File: config.mk
export PLATFORM = sky130hd
export DESIGN_NAME = systolic_matmul
export DESIGN_NICKNAME = d
export VERILOG_FILES = /design/src/rtl/systolic_pkg.sv /design/src/rtl/systolic_pe.sv /design/src/rtl/systolic_matmul.sv
export SDC_FILE = /design/constraint.sdc
export NUM_CORES = 2
export LEC_CHECK = 0
export CELL_PAD_IN_SITES_DETAIL_PLACEMENT = 1
export CELL_PAD_IN_SITES_GLOBAL_PLACEMENT = 1
export CORE_AREA = 3 3 426 386
export DETAILED_ROUTE_END_ITERATION = 16
export DIE_AREA = 0 0 429 389
export PLACE_DENSITY_LB_ADDON = 0.05
export SETUP_SLACK_MARGIN = 0.5
export SYNTH_ARGS = -nofsm -noshare
export SYNTH_HDL_FRONTEND = slang
export SYNTH_HIERARCHICAL = 1
export SYNTH_SLANG_ARGS = --single-unit
File: constraint.sdc
create_clock -name clk -period 14.1 [get_ports clk]
set_input_delay 2.82 -clock clk [delete_from_list [all_inputs] [get_ports clk]]
set_output_delay 2.82 -clock clk [all_outputs]
set_load 0.02 [all_outputs]
File: src/rtl/systolic_pkg.sv
// Shared definitions for the systolic matrix multiplier.
//   state_t         : controller states
//   default_aw()    : full-precision accumulator width for an N x N product of DW-bit operands
//   compute_cycles(): cycles needed to flush skewed operands through an N x N array (3N-2)
package systolic_pkg;

   typedef enum logic [1:0] {
      IDLE    = 2'd0,
      LOAD    = 2'd1,
      COMPUTE = 2'd2,
      OUTPUT  = 2'd3
   } state_t;

   function automatic int default_aw(input int n, input int dw);
      return 2 * dw + $clog2(n);
   endfunction

   function automatic int compute_cycles(input int n);
      return 3 * n - 2;
   endfunction

endpackage

File: src/rtl/systolic_pe.sv
// Output-stationary MAC processing element.
//   clk, reset : clock, asynchronous active-high reset
//   clr        : zero the accumulator and the forwarded operands
//   en         : accumulate a_in*b_in and forward the operands
//   a_in/b_in  : operands arriving from the left / top neighbour
//   a_out/b_out: registered operands toward the right / lower neighbour
//   acc        : registered accumulator
// Build option: SYSTOLIC_MATMUL_SIGNED_EN selects two's-complement operands
// with sign extension; otherwise operands are unsigned and zero-extended.
module systolic_pe #(
   parameter int DW = 8,
   parameter int AW = 18
) (
   input  logic          clk,
   input  logic          reset,
   input  logic          clr,
   input  logic          en,
   input  logic [DW-1:0] a_in,
   input  logic [DW-1:0] b_in,
   output logic [DW-1:0] a_out,
   output logic [DW-1:0] b_out,
   output logic [AW-1:0] acc
);

   localparam int PW = 2 * DW;

   logic [PW-1:0] a_ext;
   logic [PW-1:0] b_ext;
   logic [PW-1:0] prod;
   logic [AW-1:0] prod_ext;

   // Operands are widened to the product width first so the truncated
   // product holds the exact 2*DW-bit result in either number format.
`ifdef SYSTOLIC_MATMUL_SIGNED_EN
   assign a_ext    = {{DW{a_in[DW-1]}}, a_in};
   assign b_ext    = {{DW{b_in[DW-1]}}, b_in};
   assign prod     = a_ext * b_ext;
   assign prod_ext = {{(AW-PW){prod[PW-1]}}, prod};
`else
   assign a_ext    = {{DW{1'b0}}, a_in};
   assign b_ext    = {{DW{1'b0}}, b_in};
   assign prod     = a_ext * b_ext;
   assign prod_ext = {{(AW-PW){1'b0}}, prod};
`endif

   always_ff @(posedge clk or posedge reset) begin
      if (reset) begin
         acc   <= '0;
         a_out <= '0;
         b_out <= '0;
      end else if (clr) begin
         acc   <= '0;
         a_out <= '0;
         b_out <= '0;
      end else if (en) begin
         acc   <= acc + prod_ext;
         a_out <= a_in;
         b_out <= b_in;
      end
   end

endmodule

File: src/rtl/systolic_matmul.sv
// N x N output-stationary systolic matrix multiplier, C = A x B.
//   clk, reset          : clock, asynchronous active-high reset
//   in_valid / in_ready : operand beat handshake; beat k carries column k of A
//                         (a_col, A[i][k] at [i*DW +: DW]) and row k of B
//                         (b_row, B[k][j] at [j*DW +: DW])
//   out_valid/out_ready : result handshake; one row of C per beat on res_row
//                         (C[r][j] at [j*AW +: AW]) with its index on res_idx
//   busy                : high whenever the controller is not idle
// Build option: SYSTOLIC_MATMUL_SIGNED_EN (signed arithmetic, see systolic_pe).
//
// state   | meaning
// --------+-----------------------------------------------------------
// IDLE    | waiting for beat 0; accepting it clears the accumulators
// LOAD    | collecting beats 1..N-1 into the operand buffers
// COMPUTE | t = 0..3N-3, skewed operands driven into the PE array
// OUTPUT  | first cycle registers row 0, then one row per out transfer
module systolic_matmul
   import systolic_pkg::*;
#(
   parameter int N  = 4,
   parameter int DW = 8,
   parameter int AW = default_aw(N, DW),
   parameter int IW = $clog2(N)
) (
   input  logic            clk,
   input  logic            reset,
   input  logic            in_valid,
   output logic            in_ready,
   input  logic [N*DW-1:0] a_col,
   input  logic [N*DW-1:0] b_row,
   output logic            out_valid,
   input  logic            out_ready,
   output logic [N*AW-1:0] res_row,
   output logic [IW-1:0]   res_idx,
   output logic            busy
);

   localparam int CC = compute_cycles(N);
   localparam int TW = $clog2(CC);

   state_t        state;
   state_t        state_next;

   logic [DW-1:0] a_buf [N][N];   // a_buf[i][k] = A[i][k]
   logic [DW-1:0] b_buf [N][N];   // b_buf[k][j] = B[k][j]
   logic [IW-1:0] k_cnt;
   logic [TW-1:0] t_cnt;
   logic          in_ready_q;
   logic          out_valid_q;

   logic          accept;
   logic          out_xfer;
   logic          last_beat;
   logic          last_t;
   logic          last_row;
   logic          pe_clr;
   logic          pe_en;
   logic [IW-1:0] row_sel;

   logic [DW-1:0] a_edge [N];
   logic [DW-1:0] b_edge [N];
   logic [DW-1:0] a_h    [N][N+1];
   logic [DW-1:0] b_v    [N+1][N];
   logic [AW-1:0] acc_w  [N][N];

   assign accept    = in_valid && in_ready_q;
   assign out_xfer  = out_valid_q && out_ready;
   assign last_beat = (k_cnt == IW'(N-1));
   assign last_t    = (t_cnt == TW'(CC-1));
   assign last_row  = (res_idx == IW'(N-1));
   assign pe_clr    = accept && (state == IDLE);
   assign pe_en     = (state == COMPUTE);

   // Row to register next: row 0 on the loading cycle, else the following row.
   assign row_sel   = out_valid_q ? res_idx + IW'(1) : '0;

   assign in_ready  = in_ready_q;
   assign out_valid = out_valid_q;
   assign busy      = (state != IDLE);

   always_ff @(posedge clk or posedge reset) begin
      if (reset) state <= IDLE;
      else       state <= state_next;
   end

   always_comb begin
      state_next = state;
      case (state)
         IDLE:    if (accept)                state_next = LOAD;
         LOAD:    if (accept && last_beat)   state_next = COMPUTE;
         COMPUTE: if (last_t)                state_next = OUTPUT;
         OUTPUT:  if (out_xfer && last_row)  state_next = IDLE;
         default:                            state_next = IDLE;
      endcase
   end

   always_ff @(posedge clk or posedge reset) begin
      if (reset) begin
         for (int i = 0; i < N; i++) begin
            for (int k = 0; k < N; k++) begin
               a_buf[i][k] <= '0;
               b_buf[i][k] <= '0;
            end
         end
         k_cnt       <= '0;
         t_cnt       <= '0;
         in_ready_q  <= 1'b1;
         out_valid_q <= 1'b0;
         res_row     <= '0;
         res_idx     <= '0;
      end else begin
         // k_cnt is zero in IDLE, so beat 0 lands in slot 0.
         if (accept) begin
            for (int i = 0; i < N; i++) begin
               a_buf[i][k_cnt] <= a_col[i*DW +: DW];
               b_buf[k_cnt][i] <= b_row[i*DW +: DW];
            end
            if ((state == LOAD) && last_beat) begin
               k_cnt      <= '0;
               in_ready_q <= 1'b0;
            end else begin
               k_cnt <= k_cnt + IW'(1);
            end
         end

         if (state == COMPUTE) begin
            t_cnt <= last_t ? '0 : t_cnt + TW'(1);
         end

         if (state == OUTPUT) begin
            if (!out_valid_q || (out_ready && !last_row)) begin
               out_valid_q <= 1'b1;
               res_idx     <= row_sel;
               for (int j = 0; j < N; j++) begin
                  res_row[j*AW +: AW] <= acc_w[row_sel][j];
               end
            end else if (out_ready) begin
               out_valid_q <= 1'b0;
               in_ready_q  <= 1'b1;
               res_idx     <= '0;
               res_row     <= '0;
            end
         end
      end
   end

   // Skewed injection: row i / column i sees element t-i of its stream,
   // zero outside the matrix bounds.
   always_comb begin
      int d;
      d = 0;
      for (int i = 0; i < N; i++) begin
         a_edge[i] = '0;
         b_edge[i] = '0;
      end
      if (state == COMPUTE) begin
         for (int i = 0; i < N; i++) begin
            d = int'(t_cnt) - i;
            if ((d >= 0) && (d < N)) begin
               a_edge[i] = a_buf[i][d[IW-1:0]];
               b_edge[i] = b_buf[d[IW-1:0]][i];
            end
         end
      end
   end

   for (genvar i = 0; i < N; i++) begin : g_row
      assign a_h[i][0] = a_edge[i];
      assign b_v[0][i] = b_edge[i];
      for (genvar j = 0; j < N; j++) begin : g_col
         systolic_pe #(
            .DW (DW),
            .AW (AW)
         ) u_pe (
            .clk   (clk),
            .reset (reset),
            .clr   (pe_clr),
            .en    (pe_en),
            .a_in  (a_h[i][j]),
            .b_in  (b_v[i][j]),
            .a_out (a_h[i][j+1]),
            .b_out (b_v[i+1][j]),
            .acc   (acc_w[i][j])
         );
      end
   end

endmodule

==> results.tsv <==
metric	value	unit
status	completed	
die_w	429	um
netlist_instances	8435	
ant_nets	0	
max_freq	0.1364	GHz
required	14.70	ns
crit_type	reg2reg	
crit_family	adder cells	
cts_tree	done	
syn_nets	9961	
setup_viol	0	
yosys_warnings	6	
maxCapViolations	0	
globalplace.congestion	0.8878	
slew_headroom	0.2679	
grtUsageTotal	0.3011	
startpoint_type	register	
p_per_area	127.5	nW/um^2
drt_first_iter_violations	3924	
post_dp_cell_area	83380	sq um
core_area	159800	sq um
avgViaCountPerCell	5.716	
period_share	0.5200	
htreeDepth	3	
hold_viol_final	0	
clk_latency	0.75	ns
vias	60288	
grt_max_degree	174	
gr-total-overflow	0	
ctsResizeCount	0	
total_power	11090	uW
wl	251200	um
worst-path-max-fanout	34	
numClockSinks	820	
grt_setup_unrepaired	false	
portBuffers	144	
tightest_slew	1.097	ns
p_leak	0.04394	uW
die_y	389	um
firstDrtPassIters	5	
grt_pass1_wl	390900	um
fill_cells	17895	
avgSynthCellArea	9.550	sq um
first_global_vias	65301	
slowest_stage	nor2b_1	
clk_root_buffer_cell	clkbuf_16	
numCtsBuffers	99	
skew	0.02931	ns
drive_gt1_frac	0.08210	
post-cts-setup-buffers	0	
drc	0	
syn_area	80560	sq um
area_delta_synth_final	7.966	%
grt_antenna_before_repair	18	
dp_hpwl	192100	um
avgRoutedWirePerCell	23.82	um
finalMaxSlewViolations	0	
holdCritPathClass	reg2reg	
final_cells	10548	
clk_pin_slew_worst_paths	0.06	ns
r2r_slack	6.77	ns
crit_buf_inv	4	
tns	0	ns
cpPeakStageDelay	0.99	ns
std_cell_rows	139	
dp_cells	10364	
nets	9876	
end_kind	register	
layout_min_cycle_time	7.331	ns
cts_buffer_depth	3	
cp.arrival	7.93	ns
pin_count	145	
ir_worst_vdd	140.5	uV
dieArea	166900	sq um
cts_hold_buf	0	
final_area	86970	sq um
path_cells	inv_1, ha_2, xnor2_1, nand3_1, nor2b_1, nand2_1, fa_1, inv_1, fa_1, fa_1, inv_1, fa_1, inv_1, ha_1, o21a_1, o31a_1, o311ai_1, a21oi_1, a21oi_1, nand4b_1	
initial_core_util	0.5040	
[stage by stage]
stage | hold WS (ns) | setup slack, ns | utilization
after global placement | 0.4599 | 7.181 | 0.5217
after global routing | 0.5077 | 6.370 | 0.5441
final | 0.4794 | 6.769 | 0.5442
after floorplan | 0.4637 | 1.858 | -
after detailed placement | 0.4681 | 6.954 | 0.5217
after CTS | 0.4825 | 6.870 | 0.5441
[sequential cells by signal, indices dropped and copies added (netlist names), 4 cells and up]
signal                  flops
g_row.g_col.u_pe/acc      288
res_row                    72
a_buf                     128
g_row.g_col.u_pe/b_out     96
t_cnt                       4
g_row.g_col.u_pe/a_out     96
b_buf                     128
[routing by layer]
layer / part of all wire / routed length [um] / track usage / up-vias
li1: - / - / - / 27032
met1: 0.47 / 118700 / 0.4386 / 31822
met2: 0.46 / 115900 / 0.4786 / 1126
met3: 0.040 / 10000 / 0.03458 / 300
met4: 0.026 / 6614 / 0.07893 / 8
met5: 0.00022 / 56 / 0 / -
[placed cells by master (no fill, tap or decap), types with 143 or more instances in the layout]
master	n
inv_1	1611
dfrtp_1	816
fa_1	800
nand2_1	746
ha_1	656
and2_1	562
nor2_1	456
mux2i_1	289
mux2_2	267
a21oi_1	215
clkdlybuf4s50_1	143
[worst min-delay path, delay by kind of cell (launching register included)]
family,cells,cell delay (ns)
flops,1,0.34
simple gates,1,0.05
compound gates,1,0.05
[area by class of cell]
type / instances / area [sq um] / area share
Sequential cell: 820 / 20530 / 0.2360
Multi-Input combinational cell: 5616 / 52260 / 0.6009
Timing Repair Buffer: 200 / 1882 / 0.02164
Clock inverter: 52 / 817.0 / 0.009394
Tap cell: 2115 / 2646 / 0.03043
Antenna cell: 4 / 10.01 / 0.0001151
Inverter: 1613 / 6062 / 0.06970
Clock buffer: 128 / 2768 / 0.03182
[power breakdown]
part	total [uW]	internal [uW]	leakage [uW]	switching, uW
Sequential	3740	2970	0.0109	764
Clock	2870	1700	0.00175	1170
Combinational	4480	1690	0.0313	2790
Total	11100	6370	0.0439	4720
[worst paths after layout]
| path | end | startpoint | cells after the start |
|---|---|---|---|
| worst max-delay path | g_row[0].g_col[1].u_pe/acc[17]$_DFFE_PP0P_ | t_cnt[0]$_DFFE_PP0P_ | 20 |
| worst min-delay path | res_row[32]$_DFFE_PP0P_ | res_row[32]$_DFFE_PP0P_ | 2 |
| worst max register to register | g_row[0].g_col[1].u_pe/acc[17]$_DFFE_PP0P_ | t_cnt[0]$_DFFE_PP0P_ | 20 |
| worst min register to register | res_row[32]$_DFFE_PP0P_ | res_row[32]$_DFFE_PP0P_ | 2 |
| max in group asynchronous | t_cnt[0]$_DFFE_PP0P_ | reset | 4 |
| min in group asynchronous | g_row[2].g_col[2].u_pe/a_out[6]$_DFFE_PP0P_ | reset | 3 |
(Power assumes the default switching activity.)
